**config.mk**
```make
export PLATFORM = sky130hd
export DESIGN_NAME = vram_arbiter
export DESIGN_NICKNAME = d
export VERILOG_FILES = /design/src/rtl/vram_arbiter.sv
export SDC_FILE = /design/constraint.sdc
export NUM_CORES = 1
export LEC_CHECK = 0
export CAP_MARGIN = 40
export CORE_MARGIN = 2
export CORE_UTILIZATION = 25
export CTS_CLUSTER_SIZE = 40
export DETAILED_ROUTE_END_ITERATION = 8
export HOLD_SLACK_MARGIN = 0.02
export PLACE_DENSITY = 0.57
export SLEW_MARGIN = 20
export SYNTH_ARGS = -nofsm -noshare
export SYNTH_HDL_FRONTEND = slang
export SYNTH_SLANG_ARGS = --single-unit
```
**constraint.sdc**
```tcl
create_clock -name pixel_clk -period 3.29 [get_ports pixel_clk]
set_input_delay 0.329 -clock pixel_clk [delete_from_list [all_inputs] [get_ports pixel_clk]]
set_output_delay 0.329 -clock pixel_clk [all_outputs]
set_load 0.03 [all_outputs]
```
**src/rtl/vram_arbiter.sv**
```systemverilog
// vram_arbiter: shares the single VRAM port between display fetch (reads, hard
// priority) and host writes (started only during vertical blanking). A watchdog
// aborts any access the memory never answers so neither requester hangs.
// Optional build macro VRAM_ARB_ACTIVE_WRITE_EN lets host writes start outside
// blanking whenever no fetch is pending.
module vram_arbiter #(
    parameter int unsigned TIMEOUT = 15
) (
    input  logic        pixel_clk,
    input  logic        reset,
    input  logic        vblank,
    input  logic        fetch_req,
    input  logic [13:1] fetch_addr,
    output logic [15:0] fetch_data,
    output logic        fetch_done,
    input  logic        host_cs,
    input  logic [13:1] host_addr,
    input  logic [15:0] host_data,
    output logic        host_done,
    output logic        host_write_avail,
    output logic        vram_cs,
    output logic        vram_we,
    output logic [13:1] vram_addr,
    output logic [15:0] vram_wdata,
    input  logic [15:0] vram_rdata,
    input  logic        vram_done,
    output logic        timeout_err
);

    typedef enum logic [1:0] {StIdle, StRead, StWrite, StHack} state_e;

    // Counter value on the last cycle before the access is abandoned.
    localparam logic [7:0] TmoLast = 8'(TIMEOUT - 1);

    state_e     state;
    logic [7:0] tmo_cnt;
    logic       tmo_hit;
    logic       write_start;
    logic       avail_next;

    assign tmo_hit = (tmo_cnt == TmoLast);

`ifdef VRAM_ARB_ACTIVE_WRITE_EN
    // Host writes may start at any time; only a pending fetch blocks them.
    always_comb begin
        write_start = host_cs;
        avail_next  = (state == StIdle) & ~host_cs & ~fetch_req;
    end
`else
    // Host writes may only start while the display is blanked.
    always_comb begin
        write_start = host_cs & vblank;
        avail_next  = vblank & (state == StIdle) & ~host_cs;
    end
`endif

    // Arbitration FSM with all outputs registered.
    always_ff @(posedge pixel_clk) begin
        if (reset) begin
            state            <= StIdle;
            tmo_cnt          <= 8'd0;
            vram_cs          <= 1'b0;
            vram_we          <= 1'b0;
            vram_addr        <= '0;
            vram_wdata       <= 16'h0000;
            fetch_data       <= 16'h0000;
            fetch_done       <= 1'b0;
            host_done        <= 1'b0;
            host_write_avail <= 1'b0;
            timeout_err      <= 1'b0;
        end else begin
            fetch_done       <= 1'b0;
            host_write_avail <= avail_next;
            case (state)
                StIdle: begin
                    if (fetch_req) begin
                        state     <= StRead;
                        tmo_cnt   <= 8'd0;
                        vram_cs   <= 1'b1;
                        vram_we   <= 1'b0;
                        vram_addr <= fetch_addr;
                    end else if (write_start) begin
                        state      <= StWrite;
                        tmo_cnt    <= 8'd0;
                        vram_cs    <= 1'b1;
                        vram_we    <= 1'b1;
                        vram_addr  <= host_addr;
                        vram_wdata <= host_data;
                    end
                end
                StRead: begin
                    if (vram_done) begin
                        fetch_data <= vram_rdata;
                        fetch_done <= 1'b1;
                        vram_cs    <= 1'b0;
                        state      <= StIdle;
                    end else if (tmo_hit) begin
                        // Abandon the read but still answer so the fetch path moves on.
                        fetch_data  <= 16'h0000;
                        fetch_done  <= 1'b1;
                        vram_cs     <= 1'b0;
                        timeout_err <= 1'b1;
                        state       <= StIdle;
                    end else begin
                        tmo_cnt <= tmo_cnt + 8'd1;
                    end
                end
                StWrite: begin
                    // vblank is not rechecked here: a started write always finishes.
                    if (vram_done) begin
                        vram_cs   <= 1'b0;
                        host_done <= 1'b1;
                        state     <= StHack;
                    end else if (tmo_hit) begin
                        vram_cs     <= 1'b0;
                        host_done   <= 1'b1;
                        timeout_err <= 1'b1;
                        state       <= StHack;
                    end else begin
                        tmo_cnt <= tmo_cnt + 8'd1;
                    end
                end
                StHack: begin
                    if (!host_cs) begin
                        host_done <= 1'b0;
                        state     <= StIdle;
                    end
                end
                default: state <= StIdle;
            endcase
        end
    end

endmodule

```
==> Yosys cells after proc, flatten, opt, wreduce, memory -nomap -nowiden <==
Cells that the tools add are included.
{ "totals": {"rom_bits": 0, "ram_bits": 0, "ff_bits": 61, "elab_cells": 74, "output_inout_bits": 51, "n_memories": 0, "inputBits": 64, "latch_bits": 0} }
{ "classes": {"n_mul": 0, "bitwise": 7, "addsub": 1, "n_eq_ne": 11, "shift": 0, "magnitude_cmp": 0, "div_mod_pow": 0, "muxes": 29, "n_reduce_logical": 15} }
{ "op_table": {"columns": ["op", "count"], "rows": [
  ["16-bit 2-to-1 mux", 2],
  ["8-bit 2-to-1 mux", 4],
  ["13-bit 2-to-1 mux", 2],
  ["8-bit one-hot mux with 2 select lines", 1],
  ["2-bit 2-to-1 mux", 7],
  ["3-bit AND reduction", 4],
  ["1-bit 2-to-1 mux", 10],
  ["3-bit inequality test (second input constant)", 3],
  ["8-bit by 1-bit adder with 8-bit output (second input constant)", 1],
  ["8-bit by 4-bit equality test with 1-bit output (second input constant)", 1],
  ["2-bit one-hot mux with 4 select lines", 1],
  ["4-bit AND reduction", 2],
  ["2-bit nonzero test", 4],
  ["2-bit inequality test (second input constant)", 3],
  ["2-bit equality test (second input constant)", 2],
  ["1-bit NOT", 4],
  ["1-bit one-hot mux with 2 select lines", 2],
  ["2-bit AND reduction", 2],
  ["2-bit OR reduction", 2],
  ["1-bit bitwise AND", 3],
  ["3-bit by 1-bit inequality test with 1-bit output (second input constant)", 1],
  ["2-bit by 1-bit equality test with 1-bit output (second input constant)", 1],
  ["2-bit zero test", 1]
]} }

==> Longest topological paths before layout <==
{ "logic_depth": {"word_depth": 4, "depth_mapped": 7, "ltp_nobuf": 6} }

==> Worst setup path after synthesis <==
No wires, ideal clock.
{ "synth_timing": {"path_kind": "register -> register", "startpoint": "register tmo_cnt[1]", "endpoint": "register state[0]", "setup_ps": 121, "synth_period_minus_slack_ps": 1968, "path_buffers": 0, "stages_incl_launch_ff": 6, "required_time_ps": 3169, "setup_slack_ps": 1322, "t_arrival_ps": 1847, "cell_sequence": "dfxtp_1 -> ha_1 -> or4b_4 -> o31ai_4 -> o21ai_2 -> mux2_4"} }
{ "synth_between": {"elab_chain_len": 3, "word_cells_on_any_way": 4, "classes_between": "3 x eq/ne; 1 x reduce/logical"} }
{ "synth_rtl": {"columns": ["element", "line", "source"], "rows": [
  ["start: declaration", "36", "logic [7:0] tmo_cnt;"],
  ["start signal: assignment", "105", "tmo_cnt <= tmo_cnt + 8'd1;"],
  ["start signal: assignment", "120", "tmo_cnt <= tmo_cnt + 8'd1;"],
  ["8-bit by 4-bit equality test with 1-bit output *", "41", "assign tmo_hit = (tmo_cnt == TmoLast);"],
  ["3-bit inequality test (no source line)", null, null],
  ["4-bit AND reduction (no source line) *", null, null],
  ["end signal: assignment", "60", "state <= StIdle;"],
  ["end signal: assignment", "77", "state <= StRead;"],
  ["end signal: assignment", "83", "state <= StWrite;"],
  ["end: declaration", "35", "state_e state;"]
]} }
Every way passes the cells marked *; elsewhere a longest branch is shown, timed or not.
A chain may end at the register's enable or synchronous reset.

==> Final worst setup path <==
{ "layout_timing": {"startpoint": "register tmo_cnt[1]", "endpoint": "register state[1]"} }
The elaborated chain is that of the path after synthesis.

==> flow_summary.yaml <==
timing:
  tightestPinTransition_ns: 0.809
  fin_crit_ns: 2.19
  rsz0062_at_grt: "false"
  clock-skew-final_ns: 0.00849
  maxSlewViolCount: 0
  period_share_pct: 66.4
  hold_viol: 0
  relSlewSlack_pct: 46.1
  finalSetupTns_ns: 0
  setup_violations: 0
  fmax_ghz: 0.458
global_routing:
  track_usage_pct: 12.9
  grt_max_degree: 37
  grt_pass1_wl_microns: 11600
  grt_overflow: 0
  antenna_found_initial: 0
  grt_pass1_vias: 2352
floorplan:
  rows: 36
  die_x_microns: 105
  initial_utilization_pct: 26.0
  dieArea_sq_um: 11100
  die_h_microns: 105
  core_area_sq_um: 9860
  io_pins: 115
clock_tree:
  path_clk_slew_ns: 0.07
  cts_hold_buf: 0
  cts.sink_count: 61
  worstSkewPairLatency_ns: 0.34
  root_buffer: "clkbuf_8"
  cts_resized: 0
  clockBufferDepth: 2
  numCtsBuffers: 9
  htreeDepth: 3
  cts_setup_buffers: 0
  cts_tree: "done"
hold_path:
  holdPathStages: 2
  hold_class: "input port to register"
  min_to: "vram_wdata[4]"
  hold_start: "reset"
final_layout:
  final_common_cell: "clkdlybuf4s50_1"
  final_area_sq_um: 4100
  drive_above_1_share_pct: 9.92
  multi_input_area_sq_um: 1260
  n_antenna_cell: 0
  mostFrequentLayoutCells: "clkdlybuf4s50_1 (113), dfxtp_1 (61), nand2_1 (38)"
  fillerInstances: 968
  area_delta_synth_final_pct: 60.0
  seqCellArea_sq_um: 1220
  nNetsFinal: 459
synthesis:
  ys_seq_elements: 61
  netlist.area_leader.share_pct: 47.7
  synth_fp_nets: 345
  yosys_warnings: 0
  syn_avg_cell_area_sq_um: 9.35
  synthTopCellsByArea: "dfxtp_1 (48%), nand2_1 (5.6%), a21oi_1 (5.5%)"
  synth_cell_types: 40
  ys_seq_area_share_pct: 47.7
  synth_top_area_cell: "dfxtp_1"
  syn_area_sq_um: 2560
  synthCells: 274
detailed_routing:
  drc: 0
  vias: 2386
  viasPerCell: 4.54
  routed_wl_microns: 7040
  wl_per_cell_microns: 13.4
  drt_iter0_markers: 174
  firstDrtPassIters: 4
  ant_nets: 0
critical_path:
  ff2ff_path_depth: 5
  r2r_slack_ns: 1.10
  end_kind: "register"
  arrival_ns: 2.41
  reg2reg_to: "state[1]"
  worstReg2RegStart: "tmo_cnt[1]"
  critical_path_class: "register to register"
  critPathLaunchType: "register"
  cp.required_ns: 3.51
  cp_max_fo: 7
pwr:
  p_int_mw: 1.59
  power_density_nw_per_um2: 563
  seqPwrFrac_pct: 37.2
  combPwrFrac_pct: 29.8
  switchingPower_uw: 717
  clkPwrFrac_pct: 33.0
  p_leak_nw: 1.49
  ir_worst_vdd_uv: 194
  p_sw_share_pct: 31.0
flow_run:
  drv_cap: 0
placement:
  hpwl_microns: 5110
  gp_congestion: 0.775
  portBuffers: 114
  place_area_sq_um: 3850
outcome:
  status: "complete, no violations"
[metrics by stage]
step	hold WS (ns)	worst slack, ns	utilization (%)	instances	power, mW
after floorplan	0.407	1.32	-	274	1.28
after global placement	0.442	1.08	38.7	506	1.55
after detailed placement	0.451	1.12	39.1	509	1.56
after CTS	0.377	1.10	41.4	525	2.34
after global routing	0.386	1.01	41.6	526	2.44
final	0.380	1.10	41.6	526	2.31
[cell type report]
cell class	count	share of cell area [%]
inverters	5	0.458
well taps	133	4.06
multi-input cells	191	30.7
flip-flops and latches	61	29.8
repair buffers	120	29.3
clock inverters	5	2.01
clock buffers	11	3.69
[routing by layer]
layer | GRT usage [%] | vias to the layer above | routed length [microns]
met5 | 0 | - | 0
met4 | 4.38 | 0 | 113
met3 | 4.89 | 9 | 574
met2 | 20.3 | 100 | 3160
met1 | 16.3 | 1064 | 3180
li1 | - | 1213 | -
[critical path, stage by stage (launching register included)]
cell and delay [ns]:
dfxtp_1 0.44, ha_1 0.19, or4b_4 0.51, o31ai_4 0.46, o21ai_2 0.16, mux2_4 0.31
[cells in the mapped netlist, drive strengths merged]
cell type / number
dfxtp: 61
nand2: 38
a21oi: 29
nor2: 19
a22o: 16
a211oi: 14
mux2i: 13
clkbuf: 11
ha: 7
nand3: 7
buf: 6
o21ai: 6
a31oi: 5
inv: 5
nand2b: 4
nand4b: 4
nor3: 4
nor3b: 4
nor2b: 3
mux2: 2
nand4: 2
o21a: 2
o31ai: 2
a2111oi: 1
a21o: 1
a22oi: 1
a2bb2oi: 1
and2: 1
and4b: 1
nor4b: 1
o211ai: 1
o31a: 1
or4b: 1
[kinds of logic after synthesis]
group / Yosys count / share of synthesized area, %
and+or+nand+nor: 89 / 16.8
buffers and inverters: 22 / 3.71
adders and majority gates: 7 / 3.42
muxes: 15 / 6.25
AOI/OAI and AO/OA: 80 / 22.2
DFF: 61 / 47.7
[state kept, by name (all words and copies together) (netlist names)]
| register | count |
|---|---|
| vram_we | 1 |
| vram_cs | 1 |
| vram_addr | 13 |
| fetch_data | 16 |
| state | 2 |
| host_done | 1 |
| vram_wdata | 16 |
| timeout_err | 1 |
| host_write_avail | 1 |
| fetch_done | 1 |
| tmo_cnt | 8 |
[power groups by stage]
| stage | combinational [mW] | clock, mW | sequential (mW) |
|---|---|---|---|
| 3_3_place_gp | 0.677 | 0 | 0.872 |
| 5_1_grt | 0.752 | 0.819 | 0.869 |
| 2_1_floorplan | 0.281 | 0 | 1.00 |
| 3_5_place_dp | 0.690 | 0 | 0.874 |
| 6_report | 0.688 | 0.763 | 0.858 |
| 4_1_cts | 0.693 | 0.787 | 0.858 |
[worst max path at each step]
stage,startpoint,end,slack (ns),cells after the start
2_1_floorplan,tmo_cnt[1],state[0],1.32,5
3_3_place_gp,vram_done,fetch_data[3],1.08,4
3_5_place_dp,fetch_req,tmo_cnt[1],1.12,5
4_1_cts,tmo_cnt[1],state[1],1.10,5
5_1_grt,tmo_cnt[0],fetch_data[4],1.01,6
6_report,tmo_cnt[1],state[1],1.10,5
Power figures use the tool's default switching activity.
